===== src/rtl/sink_pkg.sv =====
// Shared constants, state encoding and width helper for the sink lookup engine.
package sink_pkg;
    localparam int unsigned NUM_REQ   = 4;
    localparam int unsigned NUM_SINKS = 10;
    localparam int unsigned ID_W      = 5;
    localparam int unsigned CNT_W     = 5;

    typedef enum logic [1:0] {
        ST_IDLE = 2'd0,
        ST_SCAN = 2'd1,
        ST_RESP = 2'd2
    } state_t;

    // Bits needed to index n items; never less than one.
    function automatic int unsigned clog2(input int unsigned n);
        int unsigned r = 0;
        int unsigned v = 1;
        while (v < n) begin
            v = v << 1;
            r = r + 1;
        end
        return (r == 0) ? 1 : r;
    endfunction
endpackage


===== src/rtl/sink_lookup_arbiter_rr_arbiter.sv =====
// Combinational round-robin grant: first asserted request at or after ptr, wrapping.
module rr_arbiter
    import sink_pkg::*;
#(
    parameter int unsigned N = NUM_REQ
) (
    input  logic [N-1:0]        req,
    input  logic [clog2(N)-1:0] ptr,
    output logic [N-1:0]        grant_onehot,
    output logic [clog2(N)-1:0] grant_idx
);
    localparam int unsigned PW = clog2(N);

    int unsigned cand;

    // Walk from the farthest slot back to ptr so the nearest request overrides.
    always_comb begin
        grant_onehot = '0;
        grant_idx    = '0;
        cand         = 0;
        for (int k = int'(N) - 1; k >= 0; k--) begin
            cand = (32'(ptr) + 32'(k)) % N;
            if (req[PW'(cand)]) begin
                grant_onehot              = '0;
                grant_onehot[PW'(cand)]   = 1'b1;
                grant_idx                 = PW'(cand);
            end
        end
    end
endmodule


===== src/rtl/sink_lookup_arbiter.sv =====
// Shared sink-table lookup: arbitrates requesters, scans a snapshot of the table
// one entry per clock and returns hit/miss plus the first matching index.
module sink_lookup_arbiter
    import sink_pkg::*;
#(
    parameter int unsigned NUM_REQ   = sink_pkg::NUM_REQ,
    parameter int unsigned NUM_SINKS = sink_pkg::NUM_SINKS,
    parameter int unsigned ID_W      = sink_pkg::ID_W
) (
    input  logic                           clock,
    input  logic                           reset,
    input  logic [NUM_SINKS*ID_W-1:0]      knownSinks,
    input  logic [CNT_W-1:0]               sinkCount,
    input  logic [NUM_REQ-1:0]             req_valid,
    input  logic [NUM_REQ*ID_W-1:0]        req_id,
    output logic [NUM_REQ-1:0]             req_ready,
    output logic                           rsp_valid,
    output logic [clog2(NUM_REQ)-1:0]      rsp_req,
    output logic                           rsp_hit,
    output logic [clog2(NUM_SINKS)-1:0]    rsp_index,
    input  logic                           rsp_ready
);
    localparam int unsigned REQ_W = clog2(NUM_REQ);
    localparam int unsigned IDX_W = clog2(NUM_SINKS);
    localparam logic [CNT_W-1:0] MAX_CNT = CNT_W'(NUM_SINKS);

    state_t             state;
    logic [REQ_W-1:0]   rrPtr;
    logic [REQ_W-1:0]   grantIdx;
    logic [NUM_REQ-1:0] grantOneHot;
    logic [IDX_W-1:0]   scanIdx;
    logic [CNT_W-1:0]   countSnap;
    logic [CNT_W-1:0]   clampedCount;
    logic [ID_W-1:0]    argId;
    logic [ID_W-1:0]    tableSnap [NUM_SINKS];
    logic               accept;
    logic               entryHit;
    logic               lastEntry;

    rr_arbiter #(.N(NUM_REQ)) u_arb (
        .req          (req_valid),
        .ptr          (rrPtr),
        .grant_onehot (grantOneHot),
        .grant_idx    (grantIdx)
    );

    assign req_ready    = (state == ST_IDLE && !reset) ? grantOneHot : '0;
    assign accept       = (state == ST_IDLE) && (|grantOneHot);
    assign clampedCount = (sinkCount > MAX_CNT) ? MAX_CNT : sinkCount;
    assign entryHit     = (tableSnap[scanIdx] == argId);
    assign lastEntry    = (CNT_W'(scanIdx) == countSnap - CNT_W'(1));

    // Lookup sequencer: snapshot on accept, linear scan, hold response until retired.
    always_ff @(posedge clock or posedge reset) begin
        if (reset) begin
            state     <= ST_IDLE;
            rrPtr     <= '0;
            scanIdx   <= '0;
            countSnap <= '0;
            argId     <= '0;
            rsp_valid <= 1'b0;
            rsp_req   <= '0;
            rsp_hit   <= 1'b0;
            rsp_index <= '0;
            for (int j = 0; j < int'(NUM_SINKS); j++) tableSnap[j] <= '0;
        end else begin
            case (state)
                ST_IDLE: begin
                    if (accept) begin
                        argId     <= req_id[32'(grantIdx)*ID_W +: ID_W];
                        rsp_req   <= grantIdx;
                        rrPtr     <= (grantIdx == REQ_W'(NUM_REQ - 1)) ? '0 : grantIdx + REQ_W'(1);
                        countSnap <= clampedCount;
                        scanIdx   <= '0;
                        for (int j = 0; j < int'(NUM_SINKS); j++)
                            tableSnap[j] <= knownSinks[ID_W*j +: ID_W];
                        if (clampedCount == '0) begin
                            state     <= ST_RESP;
                            rsp_valid <= 1'b1;
                            rsp_hit   <= 1'b0;
                            rsp_index <= '0;
                        end else begin
                            state <= ST_SCAN;
                        end
                    end
                end
                ST_SCAN: begin
                    if (entryHit) begin
                        state     <= ST_RESP;
                        rsp_valid <= 1'b1;
                        rsp_hit   <= 1'b1;
                        rsp_index <= scanIdx;
                    end else if (lastEntry) begin
                        state     <= ST_RESP;
                        rsp_valid <= 1'b1;
                        rsp_hit   <= 1'b0;
                        rsp_index <= '0;
                    end else begin
                        scanIdx <= scanIdx + IDX_W'(1);
                    end
                end
                ST_RESP: begin
                    if (rsp_ready) begin
                        state     <= ST_IDLE;
                        rsp_valid <= 1'b0;
                    end
                end
                default: state <= ST_IDLE;
            endcase
        end
    end
endmodule

===== config.mk =====
export PLATFORM = sky130hd
export DESIGN_NAME = sink_lookup_arbiter
export DESIGN_NICKNAME = d
export VERILOG_FILES = /design/src/rtl/sink_pkg.sv /design/src/rtl/sink_lookup_arbiter_rr_arbiter.sv /design/src/rtl/sink_lookup_arbiter.sv
export SDC_FILE = /design/constraint.sdc
export NUM_CORES = 1
export LEC_CHECK = 0
export CAP_MARGIN = 20
export CORE_ASPECT_RATIO = 0.9
export CORE_UTILIZATION = 55
export DETAILED_ROUTE_END_ITERATION = 10
export GPL_ROUTABILITY_DRIVEN = 0
export GPL_TIMING_DRIVEN = 0
export PLACE_DENSITY_LB_ADDON = 0.3
export SLEW_MARGIN = 20
export SYNTH_ARGS = -nofsm -noshare
export SYNTH_HDL_FRONTEND = slang
export SYNTH_HIERARCHICAL = 1
export SYNTH_SLANG_ARGS = --single-unit

===== constraint.sdc =====
create_clock -name clock -period 6.63 [get_ports clock]
set_input_delay 0.9945 -clock clock [delete_from_list [all_inputs] [get_ports clock]]
set_output_delay 0.9945 -clock clock [all_outputs]
set_load 0.1 [all_outputs]

Word-level counts from Yosys, hierarchy flattened
Index checks and enable logic that the tools add are counted.
{ "totals": {"ff_bits": 76, "inputBits": 82, "out_inout_bits": 12, "word_cells": 122} }
{ "classes": {"n_addsub": 6, "n_mul": 1, "n_lt_le_gt_ge": 10, "eq_ne": 11, "shift": 1, "n_mux": 56, "bitwise_logic": 1, "n_reduce_logical": 17} }
{ "ops": {"columns": ["cell", "count"], "rows": [
  ["4-bit two-way mux", 12],
  ["5-bit binary-select mux with 4-bit select", 1],
  ["2-bit two-way mux", 10],
  ["20-bit by 6-bit variable part select with 5-bit output", 1],
  ["1-bit two-way mux", 17],
  ["4-bit one-hot mux with 2 select lines", 2],
  ["5-bit two-way mux", 3],
  ["2-bit by 3-bit < comparator with 1-bit output, second input constant", 4],
  ["1-bit binary-select mux with 2-bit select", 4],
  ["1-bit demux with 2-bit select", 4],
  ["2-bit by 1-bit >= comparator with 1-bit output, second input constant", 4],
  ["2-bit inequality test, second input constant", 4],
  ["4-bit AND reduction", 2],
  ["1-bit logical AND", 6],
  ["2-bit one-hot mux with 3 select lines", 1],
  ["4-bit by 5-bit == test with 1-bit output", 1],
  ["5-bit == test", 1],
  ["5-bit >= comparator, second input constant", 1],
  ["5-bit by 4-bit greater-than comparator with 1-bit output, second input constant", 1],
  ["5-bit logical NOT", 1],
  ["2-bit by 3-bit multiplier with 5-bit output, second input constant", 1],
  ["4-bit NOT with 5-bit output", 1],
  ["5-bit AND reduction", 1],
  ["5-bit by 1-bit subtractor with 5-bit output, second input constant", 1],
  ["16 further kinds", 19]
]} }

Depth between registers and ports, before layout
{ "depth": {"ltp_word": 13, "ltp_mapped": 13, "ltp_nobuf": 10} }

Cells and area by module
The synthesis kept the hierarchy.
{ "by_module_without_submodules": {"columns": ["module", "instances", "cells_each", "area_each_um2", "seq_area_each_um2"], "rows": [
  ["sink_lookup_arbiter", 1, 294, 3837.4, 1901.8],
  ["rr_arbiter", 1, 60, 495.5, 0.0]
]} }

Least setup slack after synthesis
No wires, ideal clock.
{ "synth_timing": {"path_type": "input to output", "startpoint": "input req_valid[2]", "endpoint": "output req_ready[2]", "arrival_ns": 3.032, "required_ns": 5.635, "slack_ns": 2.604, "cell_stages": 5, "n_path_buf": 0, "path_cell_list": "mux4_2 -> or4_1 -> a21o_1 -> o211ai_1 -> and2_1"} }
{ "synth_between": {"elab_chain_len": 7, "word_cells_on_any_way": 13, "classes_between": "13 x mux"} }
{ "synth_rtl": {"columns": ["item", "line_no", "source"], "rows": [
  ["start, declared", "sink_lookup_arbiter.sv:14", "input logic [NUM_REQ-1:0] req_valid,"],
  ["1-bit binary-select mux with 2-bit select", "sink_lookup_arbiter_rr_arbiter.sv:23", "if (req[PW'(cand)]) begin"],
  ["1-bit two-way mux (implied by the code)", "sink_lookup_arbiter_rr_arbiter.sv:23", null],
  ["4-bit two-way mux (3 in a row)", "sink_lookup_arbiter_rr_arbiter.sv:23", null],
  ["4-bit two-way mux (*)", "sink_lookup_arbiter_rr_arbiter.sv:23", null],
  ["net grantOneHot[2]", "sink_lookup_arbiter.sv:30", "logic [NUM_REQ-1:0] grantOneHot;"],
  ["4-bit two-way mux (*)", "sink_lookup_arbiter.sv:47", "assign req_ready = (state == ST_IDLE && !reset) ? grantOneHot : '0;"],
  ["end, declared", "sink_lookup_arbiter.sv:16", "output logic [NUM_REQ-1:0] req_ready,"]
]} }
Mark *: on every way through the listed nets, which the timed path passes. The rest lies on a longest branch. The select of a mux whose other input is x is not followed.

Worst setup path after layout
{ "layout_timing": {"startpoint": "input req_valid[3]", "endpoint": "output req_ready[2]"} }
The elaborated chain is that of the path after synthesis.

==> impl.org <==
** CTS
- CTS saw 76 sinks.
- Clock tree from TritonCTS :: yes
- Clock transition at the register clock pins on the worst setup and hold paths after CTS :: 0.08 ns
- Count of cells resized by post-cts repair :: 0
- Number of buffers created by CTS :: 9
- In this run the deepest clock path goes through 2 buffers.
- Number of buffers inserted by post-CTS setup repair :: 0
- The root buffer cell chosen for the clock tree is sky130_fd_sc_hd__clkbuf_8.
- Clock latency on the worst-skew pair, taken at its later pin, is 0.35 ns.
- In this run, post-CTS hold repair placed 0 buffers.
- H-tree level count :: 3

** Final layout
- From synthesis to final layout, the design area changed by 30.1%.
- Counting the fill cells in the layout gives 509.
- In the final layout, the share of cells above drive strength 1 is 0.241.
- 0 antenna diodes ended up in the layout.
- Final nets :: 552

** GRT
- Number of antenna violations at the first check in global routing :: 0
- Largest net degree at the start of global routing :: 59
- Number of global-route vias before repair :: 3308
- Wire length of the first global-routing pass :: 15800 µm
- The total overflow left after global routing is 0.
- In the global route stage, overall resource usage came out at 0.256.

** Die
- After floorplanning, the core was sized to cover 7580 µm².
- Die height :: 86.2 µm
- Initial cell density of the core :: 0.571
- During I/O placement, the number of pins put on the boundary was 94.
- The floorplan has 30 rows.
- Die extent in x :: 95.6 µm
- Die area :: 8240 µm²

** Timing
- Post-route fraction of the period consumed by the critical path :: 0.780
- Count of final setup violators :: 0
- The routed design could run at a clock period as short as 5.17 ns.
- The total count of hold-check failures in the final report is 0.
- The final max-slew violation count is 0.
- Unrepaired setup endpoints after global routing :: no
- For the pin with the worst max-slew slack, the measured transition is 0.977 ns.
- Setup skew after layout :: 0.0109 ns
- Measured against its own limit, the worst slew margin works out to 0.347.
- Highest clock frequency the design can meet :: 193 MHz
- Post-route setup TNS :: 0 ns

** Setup path
- The worst setup path is captured at an output pin.
- Critical Setup Path Class :: input pin to output pin
- Worst endpoint required time :: 5.64 ns
- Arrival time at the worst endpoint :: 4.18 ns
- STA classifies the critical path startpoint as an input pin.
- Maximum fanout count along the critical path :: 8

** Min path
- The tightest min-delay check is of the flop to flop type.

** Power
- Summing internal, switching and leakage power gives 2890 µW.
- In this run the static leakage power is 0.00230 µW.
- Power Density :: 512 nW/µm²
- The worst-case IR drop observed on VDD is 363 µV.

** Yosys
- Ranking of synthesized cells by instance count :: sky130_fd_sc_hd__dfrtp_1 (76), sky130_fd_sc_hd__mux2_2 (62), sky130_fd_sc_hd__mux2i_1 (18), sky130_fd_sc_hd__nand2_1 (15), sky130_fd_sc_hd__mux4_2 (14)
- The share of synthesized area in the top cell type comes to 0.439.
- Sequential share of the synthesized area :: 0.439
- The most common cell in the synthesized netlist is sky130_fd_sc_hd__dfrtp_1.
- In the synthesized netlist, the number of instances is 354.
- EDFF count, synth :: 0
- The Yosys step of the flow raised 6 warnings.
- Combined area of all synthesized cells :: 4330 µm²
- Counting distinct cell types in the post-synthesis netlist gives 58.
- The synthesized design spends more area on one cell type than any other, namely sky130_fd_sc_hd__dfrtp_1.
- Synthesized Nets :: 447
- Sorting the synthesized cells by area gives the leading types as sky130_fd_sc_hd__dfrtp_1 (44%), sky130_fd_sc_hd__mux2_2 (16%), sky130_fd_sc_hd__mux4_2 (7.3%).
- Dividing the synthesized area by the synthesized cell count gives 12.2 µm².
- Counting flops with an async set or reset pin after synthesis yields a share of 1.00.
- Dominant synthesized flop cell :: sky130_fd_sc_hd__dfrtp_1
- Number of storage elements in the synthesis netlist :: 76

** Status
- Result of the run :: completed

** Drt
- For this run, design rule violations remaining after detail routing come to 0.
- The routed layout has 3313 vias.
- Number of iterations in the first detailed-routing pass :: 4
- The first routing iteration left 155 violations.
- Wires add up to 9630 µm.
- Dividing the detail-routed via count by the number of cells gives 5.92.
- In the final routed layout, each cell accounts on average for 17.2 µm.
- Once detail routing completed, the nets flagged for antenna violations numbered 0.

** Job
- Max-cap violations in this run came to 0.

** Placement
- Once detailed placement completed, the half-perimeter wirelength came to 7240 µm.
- Number of port buffers :: 93
registers in the layout, summed over array words and instances, names as in the netlist:
name	flops
rsp_index	4
rsp_hit	1
rsp_valid	1
countSnap	5
rrPtr	2
state	2
argId	5
scanIdx	4
tableSnap	50
rsp_req	2
cell families after synthesis:
kind of cell    Yosys count  share of synthesized area
compound gates           58                     0.0944
xor+xnor                  5                     0.0101
fa+ha+maj                11                     0.0318
buf+inv                  31                     0.0413
flops                    76                      0.439
mux                      95                      0.282
simple gates             78                      0.102
worst paths after layout:
| path | startpoint | endpoint | slack (ns) | cells after the start |
|---|---|---|---|---|
| worst max-delay path | req_valid[3] | req_ready[2] | 1.46 | 7 |
| worst min-delay path | rsp_index[0] | rsp_index[0] | 0.50 | 1 |
| worst max register to register | rrPtr[1] | tableSnap[37] | 2.28 | 11 |
| worst min register to register | rsp_index[0] | rsp_index[0] | 0.50 | 1 |
| max in group asynchronous | reset | tableSnap[37] | 5.12 | 3 |
| min in group asynchronous | reset | state[1] | 0.96 | 2 |
layout make-up:
type                            instances  area [µm²]  share of cell area
Multi-Input combinational cell        247        2250               0.399
Sequential cell                        76        1900               0.337
Timing Repair Buffer                   94         958               0.170
Clock buffer                           11         141              0.0251
Buffer                                 21         141              0.0251
Tap cell                               96         120              0.0213
Clock inverter                          5        83.8              0.0149
Inverter                               10        40.0             0.00710
power by group:
group	switching, µW	total [µW]	internal (µW)
Sequential	155	847	692
Clock	170	393	224
Combinational	847	1650	801
through the flow:
step                      hold slack, ns  setup WS, ns  instances  instance area, µm²   util
after floorplan                    0.474          2.60        354                4330      -
after global routing               0.518          1.34        560                5640  0.744
final                              0.497          1.46        560                5640  0.744
after CTS                          0.501          1.47        560                5640  0.744
after global placement             0.475          1.47        543                5380  0.710
after detailed placement           0.483          1.47        544                5410  0.714
metal layers:
metal | GRT usage | up-vias | wire, µm
met3 | 0.0623 | 23 | 524
met5 | 0 | - | 0
met2 | 0.422 | 111 | 4770
li1 | - | 1536 | -
met1 | 0.327 | 1643 | 4110
met4 | 0.100 | 0 | 227
worst max-delay path: stages:
cell	delay, ns
sky130_fd_sc_hd__clkdlybuf4s50_1	0.52
sky130_fd_sc_hd__mux4_2	0.60
sky130_fd_sc_hd__or4_1	0.53
sky130_fd_sc_hd__a21o_1	0.18
sky130_fd_sc_hd__o211ai_1	0.08
sky130_fd_sc_hd__and2_1	0.14
sky130_fd_sc_hd__clkdlybuf4s50_1	1.13
cells in the final DEF, fill, tap and decap left out, drive strengths merged, types with 3 or more instances in the layout:
cell type	n
nor2	14
o21a	3
o21ai	14
a31oi	5
nand4	6
clkbuf	22
o22ai	3
nand2b	3
xor2	4
inv	11
mux2	62
and2	5
nand2	15
buf	11
clkdlybuf4s50	93
nor4	3
ha	11
nand3b	4
mux4	15
nand3	4
nor2b	4
a32o	4
dfrtp	76
a22oi	3
nor3	8
o31ai	3
a21oi	6
mux2i	18
Note: power is estimated with default switching activity, not from simulation.
